===== src/rtl/bresenham_line_stepper_if.sv =====
// Line-command and pixel-stream handshake bundle for the Bresenham stepper.
// The slave side is the stepper; the master side issues commands and sinks pixels.
interface bresenham_line_stepper_if #(
    parameter int WIDTH = 10
);
    logic                    in_valid;
    logic                    in_ready;
    logic                    steep;
    logic signed [WIDTH-1:0] x0;
    logic signed [WIDTH-1:0] y0;
    logic signed [WIDTH-1:0] x1;
    logic signed [WIDTH-1:0] y1;
    logic                    pix_valid;
    logic                    pix_ready;
    logic signed [WIDTH-1:0] pix_x;
    logic signed [WIDTH-1:0] pix_y;
    logic                    busy;
    logic                    done;

    modport master (
        output in_valid, steep, x0, y0, x1, y1, pix_ready,
        input  in_ready, pix_valid, pix_x, pix_y, busy, done
    );

    modport slave (
        input  in_valid, steep, x0, y0, x1, y1, pix_ready,
        output in_ready, pix_valid, pix_x, pix_y, busy, done
    );
endinterface


===== src/rtl/bresenham_line_stepper.sv =====
// Sequential Bresenham pixel generator: takes one steep-swapped line command and
// emits its pixels in screen space, one per cycle, under a valid/ready handshake.
module bresenham_line_stepper #(
    parameter int WIDTH = 10
) (
    input  logic                    clk,
    input  logic                    rst_n,
    bresenham_line_stepper_if.slave bus
);

    typedef enum logic [1:0] {
        IDLE,
        SETUP,
        RUN,
        DONE
    } state_t;

    localparam logic signed [WIDTH-1:0] step_one = {{(WIDTH-1){1'b0}}, 1'b1};

    state_t state;
    state_t next_state;

    logic                    steep_q;
    logic                    ystep_up;
    logic signed [WIDTH-1:0] x;
    logic signed [WIDTH-1:0] y;
    logic signed [WIDTH-1:0] xe;
    logic signed [WIDTH-1:0] ye;
    logic signed [WIDTH:0]   dx;
    logic signed [WIDTH:0]   dy;
    logic signed [WIDTH:0]   err;

    logic                    swap;
    logic                    advance;
    logic signed [WIDTH:0]   x_ext;
    logic signed [WIDTH:0]   y_ext;
    logic signed [WIDTH:0]   xe_ext;
    logic signed [WIDTH:0]   ye_ext;
    logic signed [WIDTH:0]   dx_new;
    logic signed [WIDTH:0]   dy_raw;
    logic signed [WIDTH:0]   err_sub;

    // Spans are formed one bit wider so a full-range line cannot overflow.
    assign swap    = bus.x0 > bus.x1;
    assign x_ext   = {x[WIDTH-1], x};
    assign y_ext   = {y[WIDTH-1], y};
    assign xe_ext  = {xe[WIDTH-1], xe};
    assign ye_ext  = {ye[WIDTH-1], ye};
    assign dx_new  = xe_ext - x_ext;
    assign dy_raw  = ye_ext - y_ext;
    assign err_sub = err - dy;
    assign advance = (state == RUN) && bus.pix_ready && (x != xe);

    assign bus.pix_x = steep_q ? y : x;
    assign bus.pix_y = steep_q ? x : y;

    always_ff @(posedge clk or negedge rst_n) begin
        if (!rst_n) begin
            state <= IDLE;
        end else begin
            state <= next_state;
        end
    end

    always_comb begin
        next_state    = state;
        bus.in_ready  = 1'b0;
        bus.pix_valid = 1'b0;
        bus.busy      = 1'b1;
        bus.done      = 1'b0;
        case (state)
            IDLE: begin
                bus.in_ready = 1'b1;
                bus.busy     = 1'b0;
                if (bus.in_valid) begin
                    next_state = SETUP;
                end
            end
            SETUP: begin
                next_state = RUN;
            end
            RUN: begin
                bus.pix_valid = 1'b1;
                if (bus.pix_ready && (x == xe)) begin
                    next_state = DONE;
                end
            end
            DONE: begin
                bus.done   = 1'b1;
                next_state = IDLE;
            end
            default: begin
                next_state = IDLE;
            end
        endcase
    end

    // Endpoints are ordered on acceptance so stepping always runs with x ascending.
    always_ff @(posedge clk or negedge rst_n) begin
        if (!rst_n) begin
            steep_q  <= 1'b0;
            ystep_up <= 1'b0;
            x        <= '0;
            y        <= '0;
            xe       <= '0;
            ye       <= '0;
            dx       <= '0;
            dy       <= '0;
            err      <= '0;
        end else begin
            if (state == IDLE && bus.in_valid) begin
                steep_q <= bus.steep;
                x       <= swap ? bus.x1 : bus.x0;
                y       <= swap ? bus.y1 : bus.y0;
                xe      <= swap ? bus.x0 : bus.x1;
                ye      <= swap ? bus.y0 : bus.y1;
            end
            if (state == SETUP) begin
                dx       <= dx_new;
                dy       <= (dy_raw < 0) ? -dy_raw : dy_raw;
                err      <= dx_new >>> 1;
                ystep_up <= y < ye;
            end
            if (advance) begin
                x <= x + step_one;
                if (err_sub < 0) begin
                    y   <= ystep_up ? (y + step_one) : (y - step_one);
                    err <= err_sub + dx;
                end else begin
                    err <= err_sub;
                end
            end
        end
    end

endmodule


===== src/flat_wrapper.sv =====
// flat-port wrapper written by rule: the top's interface ports become plain ports
module bresenham_line_stepper_flat 
#(
    parameter int WIDTH = 10
)
  (clk, rst_n, bus_in_valid, bus_steep, bus_x0, bus_y0, bus_x1, bus_y1, bus_pix_ready, bus_in_ready, bus_pix_valid, bus_pix_x, bus_pix_y, bus_busy, bus_done);
  bresenham_line_stepper_if #(.WIDTH(WIDTH)) bus_i ();
  input  logic clk;
  input  logic rst_n;
  input wire logic [$bits(bus_i.in_valid)-1:0] bus_in_valid;
  input wire logic [$bits(bus_i.steep)-1:0] bus_steep;
  input wire logic [$bits(bus_i.x0)-1:0] bus_x0;
  input wire logic [$bits(bus_i.y0)-1:0] bus_y0;
  input wire logic [$bits(bus_i.x1)-1:0] bus_x1;
  input wire logic [$bits(bus_i.y1)-1:0] bus_y1;
  input wire logic [$bits(bus_i.pix_ready)-1:0] bus_pix_ready;
  output wire logic [$bits(bus_i.in_ready)-1:0] bus_in_ready;
  output wire logic [$bits(bus_i.pix_valid)-1:0] bus_pix_valid;
  output wire logic [$bits(bus_i.pix_x)-1:0] bus_pix_x;
  output wire logic [$bits(bus_i.pix_y)-1:0] bus_pix_y;
  output wire logic [$bits(bus_i.busy)-1:0] bus_busy;
  output wire logic [$bits(bus_i.done)-1:0] bus_done;
  assign bus_i.in_valid = bus_in_valid;
  assign bus_i.steep = bus_steep;
  assign bus_i.x0 = bus_x0;
  assign bus_i.y0 = bus_y0;
  assign bus_i.x1 = bus_x1;
  assign bus_i.y1 = bus_y1;
  assign bus_i.pix_ready = bus_pix_ready;
  assign bus_in_ready = bus_i.in_ready;
  assign bus_pix_valid = bus_i.pix_valid;
  assign bus_pix_x = bus_i.pix_x;
  assign bus_pix_y = bus_i.pix_y;
  assign bus_busy = bus_i.busy;
  assign bus_done = bus_i.done;
  bresenham_line_stepper #(.WIDTH(WIDTH)) u_core (.clk(clk), .rst_n(rst_n), .bus(bus_i));
endmodule

===== config.mk =====
export PLATFORM = sky130hd
export DESIGN_NAME = bresenham_line_stepper_flat
export DESIGN_NICKNAME = d
export VERILOG_FILES = /design/src/rtl/bresenham_line_stepper_if.sv /design/src/rtl/bresenham_line_stepper.sv /design/src/flat_wrapper.sv
export SDC_FILE = /design/constraint.sdc
export NUM_CORES = 1
export LEC_CHECK = 0
export CELL_PAD_IN_SITES_DETAIL_PLACEMENT = 2
export CELL_PAD_IN_SITES_GLOBAL_PLACEMENT = 2
export CORE_ASPECT_RATIO = 1.75
export CORE_MARGIN = 2
export CORE_UTILIZATION = 36
export DETAILED_ROUTE_END_ITERATION = 10
export PLACE_DENSITY = 0.88
export SYNTH_ARGS = -nofsm -noshare
export SYNTH_HDL_FRONTEND = slang
export SYNTH_SLANG_ARGS = --single-unit

===== constraint.sdc =====
create_clock -name clk -period 3.6 [get_ports clk]
set_input_delay 0.36 -clock clk [delete_from_list [all_inputs] [get_ports clk]]
set_output_delay 0.36 -clock clk [all_outputs]
set_load 0.1 [all_outputs]

* Word-level counts from Yosys, hierarchy flattened
Index checks and enable logic that the tools add are counted.
Storage, ports and cells: output and inout port bits 24, bits of input ports 45, bits in registers 77
Operators by class: magnitude comparators 4, reductions and logical operators 8, multiplexer cells 23, equality and inequality tests 7, $add $sub $neg 8
Operator list (count):
- $mux 10 | 12
- $mux 11 | 4
- $lt 11x1->1 const B | 2
- $sub 10x10->11 | 2
- $add 10x2->10 const B | 2
- $add 11x11->11 | 1
- $neg 11->11 | 1
- $sub 11x11->11 | 1
- $eq 10x10->1 | 1
- $gt 10x10->1 | 1
- $lt 10x10->1 | 1
- $ne 10x10->1 | 1
- $sub 10x2->10 const B | 1
- $pmux 2 s4 | 1
- $eq 2x2->1 const B | 2
- $logic_and 1x1->1 | 4
- $mux 1 | 4
- $mux 2 | 2
- $ne 2x2->1 const B | 2
- $reduce_bool 2->1 | 2
- $eq 2x1->1 const B | 1
- $logic_not 2->1 | 1
- $reduce_and 2->1 | 1

* Longest topological paths before layout
word-level depth 5, mapped depth 14, gate-level depth less buffers 14

* Least setup slack after synthesis
No wires, ideal clock.
kind register -> output, start point register u_core.steep_q, end point output bus_pix_y[6], buffers on the path 1, data arrival time 2.693 ns, setup slack 0.547 ns, stages on the path, launching flop included 3, cells stage by stage dfrtp_1 > clkbuf_1 > o21ai_0
Between the ends: word-level cells in the longest chain between the ends 1
RTL lines:
- from (decl) | RTL line bresenham_line_stepper.sv:23 | logic steep_q;
- from (signal assigned) | RTL line bresenham_line_stepper.sv:112 | steep_q <= bus.steep;
- $mux 10 | RTL line bresenham_line_stepper.sv:55 | assign bus.pix_y = steep_q ? x : y;
- to (decl) | RTL line flat_wrapper.sv:20 | output wire logic [$bits(bus_i.pix_y)-1:0] bus_pix_y;
No other way between the ends.

* Worst setup path after layout
start point register u_core.dy[1], end point register u_core.err[9]
Between the ends: word-level cells in the longest chain between the ends 4
RTL lines:
- from (decl) | RTL line bresenham_line_stepper.sv:30 | logic signed [WIDTH:0] dy;
- from (signal assigned) | RTL line bresenham_line_stepper.sv:120 | dy <= (dy_raw < 0) ? -dy_raw : dy_raw;
- $sub 11x11->11 * | RTL line bresenham_line_stepper.sv:51 | assign err_sub = err - dy;
- $add 11x11->11 / $lt 11x1->1 (equally long branches) | RTL line bresenham_line_stepper.sv:128, bresenham_line_stepper.sv:126
- $mux 11 * | RTL line bresenham_line_stepper.sv:126 | if (err_sub < 0) begin
- $mux 11 * | RTL line bresenham_line_stepper.sv:124 | if (advance) begin
- to (signal assigned) | RTL line bresenham_line_stepper.sv:121 | err <= dx_new >>> 1;
- to (signal assigned) | RTL line bresenham_line_stepper.sv:128 | err <= err_sub + dx;
- to (signal assigned) | RTL line bresenham_line_stepper.sv:130 | err <= err_sub;
- to (decl) | RTL line bresenham_line_stepper.sv:31 | logic signed [WIDTH:0] err;
Mark *: on every way between the ends. The rest lies on a longest branch, timed or not. A chain may end at the register's enable or synchronous reset.

==> flow_summary_export.csv <==
group,metric,value,unit
setup_path,reg2reg_depth,13,
setup_path,critPathTopFamily,"compound AO/OA/AOI/OAI gates",
cts,root_buffer,"clkbuf_16",
die,die-area,19980,sq um
grt,grt_first_pass_wirelength,40.77,mm
grt,grt_usage,26.83,%
setup_path,worstPathArrival,3.55,ns
sta,grt_setup_unrepaired,"false",
drt,drc,0,
die,die_h,185.5,um
sta,finalMaxSlewViolations,0,
grt,grt_overflow_total,0,
setup_path,critical_path_depth,13,
setup_path,crit_path_cell_trace,"inv_1 > ha_1 > nor2b_1 > o211ai_1 > nand3_1 > a21oi_1 > o211ai_1 > ha_1 > inv_1 > nor4_1 > a31oi_1 > a31o_2 > a31oi_1",
setup_path,cp_slowest_cell,"dfrtp_1",
cts,holdBufCountCts,0,
die,core-area,18500,sq um
finish,fin_nets,978,
finish,fin_util,43.22,%
yosys,async_reset_ff_share,100.0,%
grt,grt_max_degree,78,
yosys,syn-num-nets,916,
cts,cts_tree,"built",
die,initial_core_util,36.63,%
setup_path,critPathRequiredTime,3.87,ns
setup_path,end_kind,"flip-flop",
finish,drive_above_1_share,9.573,%
yosys,synthTopCellsByCount,"nand2_1, o21ai_0, dfrtp_1",
drt,wirelength,25.88,mm
drt,drtAntennaViolNets,0,
setup_path,rrSetupSlack,0.33,ns
drt,vias,6532,
setup_path,cp_max_fo,6,
sta,finalSetupTns,0,ns
finish,fin_area,7995,sq um
setup_path,worst-path-buf-inv,2,
drt,routedWlPerCell,23.42,um
yosys,synth_top_cells_by_area,"dfrtp_1, ha_1, mux2i_1",
cts,clk_latency,0.36,ns
finish,antenna_cells,0,
sta,max_freq,0.3056,GHz
cts,clock_sinks,77,
yosys,synth_warnings,0,
placement,io_buffers,68,
die,io_pins,69,
sta,fin_skew,0.01265,ns
sta,hold_viol_final,0,
yosys,synth_top_area_cell,"dfrtp_1",
cts,clkSlewWorstSetupHoldPaths,0.06,ns
die,die_x,107.7,um
placement,hpwl,18.70,mm
drt,drt-pass1-iter-count,4,
drt,drt_iter0_drc,317,
yosys,synth_seq_cells,77,
finish,syn2layout_area_growth,17.98,%
sta,setup_viol,0,
yosys,post-synth-top-count-cell,"nand2_1",
setup_path,cp_slowest_stage_delay,0.46,ns
die,fp-row-count,66,
drt,viasPerCell,5.911,
yosys,synth_cell_types,72,
setup_path,start_kind,"flip-flop",
sta,period_share,90.90,%
yosys,synth-main-ff-cell,"dfrtp_1",
yosys,synth_edf_count,0,
yosys,synth-seq-area-share,28.43,%
yosys,synth_area_per_cell,8.471,sq um
cts,clk_path_buf_depth,2,
yosys,syn_area,6776,sq um
grt,antenna_found_initial,0,
cts,cts_max_level,3,
placement,gp_congestion,0.8320,
placement,placed_cell_area,7695,sq um
sta,tightestPinTransition,1.069,ns
sta,relSlewSlack,28.76,%
cts,numCtsBuffers,9,
setup_path,setup.worst_path.class,"flip-flop to flip-flop",
run_status,status,"finished, final reports clean",
yosys,synth_top_area_share,28.43,%
min_path,min_path_type,"primary input to async pin",
finish,num-fill-cells,2052,
sta,fin_crit,3.273,ns
grt,grt_pass1_vias,7333,
yosys,syn_inst,800,
flow_run,maxCapViolCount,0,
final cells by class:
cell class / count / area [sq um] / area share [%]
multi-input combinational: 626 / 4484 / 56.09
sequential: 77 / 1927 / 24.10
timing repair buffer: 80 / 738.2 / 9.233
tap: 238 / 297.8 / 3.725
inverter: 68 / 255.2 / 3.192
clock buffer: 11 / 242.7 / 3.036
clock inverter: 5 / 50.05 / 0.6260
kinds of logic after synthesis:
logic type	after synthesis	share of synthesized area [%]
compound gates	218	20.75
xor+xnor	38	4.911
fa+ha+maj	71	13.66
buf+inv	97	5.779
flops	77	28.43
mux	64	9.730
simple gates	235	16.73
sequential cells by signal, indices dropped and copies added (netlist names):
name,count
u_core.dx,11
u_core.dy,11
u_core.err,11
u_core.x,10
u_core.xe,10
u_core.y,10
u_core.ye,10
u_core.state,2
u_core.steep_q,1
u_core.ystep_up,1
cells in the final DEF (no fill, tap or decap), drive strengths merged, types with 5 or more instances in the layout:
master          n
xor2           11
a22oi           5
mux2i          49
a31oi           9
dfrtp          77
a211oi          6
buf            35
and3            9
nor3           20
nor4            6
fa              5
inv            68
nand4           5
clkdlybuf4s50  45
o31ai           5
o21ai          90
nor2           38
nand2b          9
a21o           11
nand2          93
mux2           15
nor2b          12
xnor2          27
o22ai           5
nand3          20
ha             66
a21oi          37
clkbuf         11
o21a           13
path summary, 6_finish.rpt:
| check | startpoint | end |
|---|---|---|
| max in group asynchronous | rst_n | u_core.ye[8]$_DFFE_PN0P_ |
| worst min-delay path | rst_n | u_core.xe[5]$_DFFE_PN0P_ |
| worst max register to register | u_core.dy[1]$_DFFE_PN0P_ | u_core.err[9]$_DFFE_PN0P_ |
| worst min register to register | u_core.ye[7]$_DFFE_PN0P_ | u_core.ye[7]$_DFFE_PN0P_ |
| worst max-delay path | u_core.dy[1]$_DFFE_PN0P_ | u_core.err[9]$_DFFE_PN0P_ |
| min in group clk | u_core.ye[7]$_DFFE_PN0P_ | u_core.ye[7]$_DFFE_PN0P_ |
through the flow:
| stage | setup slack (ns) | hold WS (ns) | std cells |
|---|---|---|---|
| CTS | 0.2873 | 0.2363 | 1105 |
| global placement | 0.3994 | 0.4710 | 1089 |
| global route | 0.06367 | 0.2697 | 1105 |
| floorplan | 0.5473 | 0.06441 | 800 |
| finish | 0.3275 | 0.1866 | 1105 |
| detailed placement | 0.3178 | 0.4949 | 1089 |
timing repair:
| action | 4_1_cts | 5_1_grt |
|---|---|---|
| setup endpoints to repair | 0 | 1 |
| buffers inserted | 0 | 0 |
| resized for setup | 0 | 1 |
routing by layer:
| metal | GRT usage [%] | part of all wire [%] | up-vias |
|---|---|---|---|
| li1 | - | - | 2991 |
| met5 | 0 | 0 | - |
| met1 | 27.89 | 36 | 3316 |
| met3 | 2.311 | 2.8 | 60 |
| met4 | 14.26 | 5.1 | 0 |
| met2 | 51.95 | 56 | 165 |
Power is left out: the tool's default activity adds up to more than one toggle a clock period on the data nets, which glitch-free logic cannot reach.
